==> src/rtl/ysyx_22040931_lsu_pkg.sv <==
// Shared types and encodings for the load/store unit and its helpers.
package ysyx_22040931_lsu_pkg;

  localparam logic [1:0] SizeB = 2'd0;
  localparam logic [1:0] SizeH = 2'd1;
  localparam logic [1:0] SizeW = 2'd2;
  localparam logic [1:0] SizeD = 2'd3;

  typedef enum logic [1:0] {
    LsuIdle = 2'd0,
    LsuReq  = 2'd1,
    LsuWait = 2'd2,
    LsuDone = 2'd3
  } lsu_state_e;

endpackage

==> src/rtl/ysyx_22040931_lsu_strb.sv <==
// Byte-strobe and natural-alignment check for a sized access within a doubleword.
module ysyx_22040931_lsu_strb
  import ysyx_22040931_lsu_pkg::*;
(
  input  logic [1:0] size,
  input  logic [2:0] addr_lo,
  output logic [7:0] wstrb,
  output logic       misalign
);

  always_comb begin
    wstrb    = 8'h00;
    misalign = 1'b0;
    case (size)
      SizeB: begin
        wstrb = 8'h01 << addr_lo;
      end
      SizeH: begin
        wstrb    = 8'h03 << {addr_lo[2:1], 1'b0};
        misalign = addr_lo[0];
      end
      SizeW: begin
        wstrb    = 8'h0f << {addr_lo[2], 2'b00};
        misalign = |addr_lo[1:0];
      end
      default: begin
        wstrb    = 8'hff;
        misalign = |addr_lo;
      end
    endcase
  end

endmodule

==> src/rtl/ysyx_22040931_lsu.sv <==
// Load/store unit: one bus transaction per MEM-stage access, stalling the pipe until done.
module ysyx_22040931_lsu
  import ysyx_22040931_lsu_pkg::*;
#(
  parameter int unsigned ADDR_W = 64,
  parameter int unsigned DATA_W = 64
) (
  input  logic                  clk,
  input  logic                  rst_n,
  input  logic                  mem_ena,
  input  logic                  mem_wr,
  input  logic [1:0]            memop,
  input  logic [ADDR_W-1:0]     mem_addr,
  input  logic [DATA_W-1:0]     mem_stor_data,
  output logic                  stall,
  output logic                  lsu_done,
  output logic [DATA_W-1:0]     lsu_rdata,
  output logic                  lsu_misalign,
  output logic                  req_valid,
  input  logic                  req_ready,
  output logic                  req_we,
  output logic [ADDR_W-1:0]     req_addr,
  output logic [DATA_W-1:0]     req_wdata,
  output logic [DATA_W/8-1:0]   req_wstrb,
  input  logic                  rsp_valid,
  output logic                  rsp_ready,
  input  logic [DATA_W-1:0]     rsp_rdata
);

  lsu_state_e state_q, state_d;

  logic                wr_q;
  logic [ADDR_W-1:0]   addr_q;
  logic [DATA_W-1:0]   wdata_q;
  logic [DATA_W/8-1:0] strb_q;
  logic                mis_q;
  logic [DATA_W-1:0]   rdata_q;

  logic [7:0] strb;
  logic       mis;
  logic       accept;

  ysyx_22040931_lsu_strb u_strb (
    .size     (memop),
    .addr_lo  (mem_addr[2:0]),
    .wstrb    (strb),
    .misalign (mis)
  );

  assign accept = (state_q == LsuIdle) && mem_ena;

  always_comb begin
    state_d = state_q;
    case (state_q)
      LsuIdle: if (mem_ena)   state_d = mis ? LsuDone : LsuReq;
      LsuReq:  if (req_ready) state_d = LsuWait;
      LsuWait: if (rsp_valid) state_d = LsuDone;
      // mem_ena here still belongs to the retiring access, so never re-accept.
      default: state_d = LsuIdle;
    endcase
  end

  always_ff @(posedge clk) begin
    if (!rst_n) begin
      state_q <= LsuIdle;
      wr_q    <= 1'b0;
      addr_q  <= '0;
      wdata_q <= '0;
      strb_q  <= '0;
      mis_q   <= 1'b0;
      rdata_q <= '0;
    end else begin
      state_q <= state_d;
      if (accept) begin
        wr_q    <= mem_wr;
        addr_q  <= mem_addr;
        wdata_q <= mem_stor_data;
        strb_q  <= mem_wr ? strb : '0;
        mis_q   <= mis;
      end
      if ((state_q == LsuWait) && rsp_valid && !wr_q) begin
        rdata_q <= rsp_rdata >> {addr_q[2:0], 3'b000};
      end
    end
  end

  always_comb begin
    stall        = accept || (state_q == LsuReq) || (state_q == LsuWait);
    lsu_done     = (state_q == LsuDone);
    lsu_misalign = (state_q == LsuDone) && mis_q;
    lsu_rdata    = rdata_q;
    req_valid    = (state_q == LsuReq);
    req_we       = wr_q;
    req_addr     = {addr_q[ADDR_W-1:3], 3'b000};
    req_wdata    = wdata_q;
    req_wstrb    = strb_q;
    rsp_ready    = (state_q == LsuWait);
  end

endmodule

==> config.mk <==
export PLATFORM = sky130hd
export DESIGN_NAME = ysyx_22040931_lsu
export DESIGN_NICKNAME = d
export VERILOG_FILES = /design/src/rtl/ysyx_22040931_lsu_pkg.sv /design/src/rtl/ysyx_22040931_lsu_strb.sv /design/src/rtl/ysyx_22040931_lsu.sv
export SDC_FILE = /design/constraint.sdc
export NUM_CORES = 1
export LEC_CHECK = 0
export CORE_ASPECT_RATIO = 1.2
export CORE_MARGIN = 2
export CORE_UTILIZATION = 30
export DETAILED_ROUTE_END_ITERATION = 7
export SLEW_MARGIN = 15
export SYNTH_ARGS = -nofsm -noshare
export SYNTH_HDL_FRONTEND = slang
export SYNTH_SLANG_ARGS = --single-unit
==> constraint.sdc <==
create_clock -name clk -period 2.3 [get_ports clk]
set_input_delay 0.46 -clock clk [delete_from_list [all_inputs] [get_ports clk]]
set_output_delay 0.46 -clock clk [all_outputs]
set_load 0.005 [all_outputs]
==> results.json <==
{
  "syn2layout_area_growth_pct": 52.2,
  "core_um2": 31200,
  "start_kind": "flip-flop",
  "ant_nets": 0,
  "cts.htree.levels": 1,
  "cp.required_ns": 1.84,
  "drt-initial-drc-count": 757,
  "numCtsBuffers": 24,
  "critPathBufInv": 3,
  "layout_common_cells": "399 x clkdlybuf4s50_1, 286 x nand2_1, 200 x dfxtp_1",
  "overflow": 0,
  "first_pass_iters": 5,
  "start_util_pct": 30.3,
  "grt_max_degree": 102,
  "period_share_pct": 97.2,
  "rsz0062_at_grt": "false",
  "cts_tree": "built",
  "synth-edff-count": 0,
  "io_pins": 406,
  "grt_pass1_vias": 8828,
  "p_leak_nw": 5.17,
  "grt_usage_pct": 19.5,
  "hold_path_class": "in -> reg",
  "die_y_um": 198,
  "status": "finished clean",
  "fin_skew_ns": 0.0100,
  "maxSlewViolCount": 0,
  "ys_seq_area_share_pct": 43.2,
  "clk_pin_slew_ns": 0.06,
  "fin_setup_tns_ns": 0,
  "grt_pass1_wl_mm": 51.4,
  "n_antenna_cell": 0,
  "synth_flop_cell": "dfxtp_1",
  "worstPathCellList": "inv_2, ha_4, buf_4, clkdlybuf4s50_1",
  "synth_cells": 1104,
  "routedWlPerCell_um": 18.2,
  "cp_slowest_cell": "clkdlybuf4s50_1",
  "antenna_found_initial": 1,
  "slew_headroom_pct": 58.8,
  "dieArea_um2": 33000,
  "setup_viol": 0,
  "cp-end-kind": "output port",
  "dp_hpwl_mm": 24.4,
  "async_reset_ff_share_pct": 0,
  "whs_ns": 0.396,
  "ys_ff_latch": 204,
  "netlist_area_um2": 9460,
  "clock_latency_ns": 0.52,
  "die_x_um": 166,
  "nets": 1629,
  "remaining_drc_errors": 0,
  "num_vias": 8788,
  "cp_max_fo": 4,
  "clock_sinks": 204,
  "cp.arrival_ns": 1.78,
  "worst-slew-pin-transition_ns": 0.612,
  "cts-root-buf": "clkbuf_16",
  "max_stage_delay_ns": 0.50,
  "synth_warnings": 0,
  "synthDistinctLibCells": 36,
  "post-route-min-period_ns": 2.24,
  "gp_congestion": 0.846,
  "p_per_area_nw_per_um2": 896,
  "fillers": 3038,
  "cap_violations": 0,
  "routed_wl_mm": 33.6,
  "ir_drop_v": 0.000590,
  "finalHoldViolCount": 0,
  "drive_above_1_share_pct": 7.35,
  "io_buffers": 402,
  "crit_type": "reg -> out",
  "clock.fmax_mhz": 447,
  "critPathTopFamily": "buffers and inverters",
  "syn_area_per_cell_um2": 8.56,
  "clock_path_buffers": 3,
  "layout_commonest_cell": "clkdlybuf4s50_1",
  "core.rowCount": 71,
  "via_per_inst": 4.77
}
-- registers in the layout, summed over array words and instances, names as in the netlist --
register / flops
addr_q: 64
lsu_rdata: 64
req_wdata: 64
req_wstrb: 8
state_q: 2
mis_q: 1
req_we: 1
-- synth_stat cells, types with 13 or more instances --
master    count  share of area (%)
nor2_1       13               0.52
buf_2        28                1.5
a21oi_1      22                1.2
dfxtp_1     204                 43
nand2_1     287                 11
a22oi_1      32                2.5
nor2b_1      34                2.2
mux2i_1      73                7.7
buf_4        73                5.8
a21boi_0    137                 11
nand3_1      24                1.3
clkbuf_1     40                1.6
o21ai_0      44                2.3
-- area by class of cell --
type | instances | area, um^2 | share of cell area (%)
well taps | 401 | 502 | 3.49
flip-flops and latches | 204 | 4090 | 28.5
multi-input cells | 746 | 4490 | 31.2
repair buffers | 440 | 4400 | 30.6
inverters | 9 | 33.8 | 0.235
clock inverters | 8 | 143 | 0.991
clock buffers | 36 | 728 | 5.06
-- final timing paths --
check | cells past startpoint | startpoint | slack (ns) | end
worst min register to register | 2 | req_wdata[28]$_SDFFE_PN0P_ | 0.46 | req_wdata[28]$_SDFFE_PN0P_
worst min-delay path | 2 | rst_n | 0.40 | addr_q[39]$_SDFFE_PN0P_
worst max register to register | 5 | addr_q[1]$_SDFFE_PN0P_ | 0.43 | lsu_rdata[23]$_SDFFE_PN0P_
worst max-delay path | 4 | state_q[0]$_SDFFE_PN0P_ | 0.06 | rsp_ready
-- worst register-to-register path: cells and delay by family, from the launching register on --
kind / cells / cell delay (ns)
flip-flops: 1 / 0.63
AO/OA/AOI/OAI: 1 / 0.23
multiplexers: 2 / 0.51
AND/OR/NAND/NOR: 1 / 0.08
buffers and inverters: 1 / 0.31
-- routing by layer --
layer	share of wire [%]	global-route usage [%]	wire length, um
met2	48	33.8	16000
met3	9.6	6.33	3240
met5	0.030	0	10
met4	3.3	6.80	1100
met1	39	22.8	13200
-- per-stage QoR --
stage               area, um^2  total power, mW  util, %  instances  setup slack [ns]
finish                   14400             12.9     46.1       1844            0.0633
global route             14400             13.6     46.1       1844           0.00202
CTS                      14400             13.0     46.1       1844            0.0266
detailed placement       13500             8.71     43.2       1799            0.0334
global placement         13500             8.66     43.2       1799            0.0288
floorplan                 9460             6.67        -       1106             0.475
-- kinds of logic (layout without fill, tap and decap cells) --
family	count (synthesis)	count (layout)	synth area share [%]
simple gates	397	397	18.7
compound gates	261	261	19.1
flops	204	204	43.2
buf+inv	156	493	9.78
mux	81	81	8.68
fa+ha+maj	4	4	0.529
other cells	1	3	0.0397
-- where the power goes --
part / leakage [nW] / total [mW] / switching [mW] / internal (mW)
Sequential: 1.67 / 4.41 / 0.327 / 4.08
Combinational: 3.08 / 4.28 / 2.13 / 2.15
Clock: 0.425 / 4.20 / 1.57 / 2.63
-- what timing repair did --
| item | CTS | global route |
|---|---|---|
| endpoints found under the setup margin | 3 | 1 |
| cloned | 0 | 0 |
| hold buffers | 0 | 0 |
| buffers inserted | 1 | 0 |
| gates resized for setup | 12 | 1 |
| pin swaps | 1 | 0 |
No activity file was read; power rests on OpenSTA's default activity.
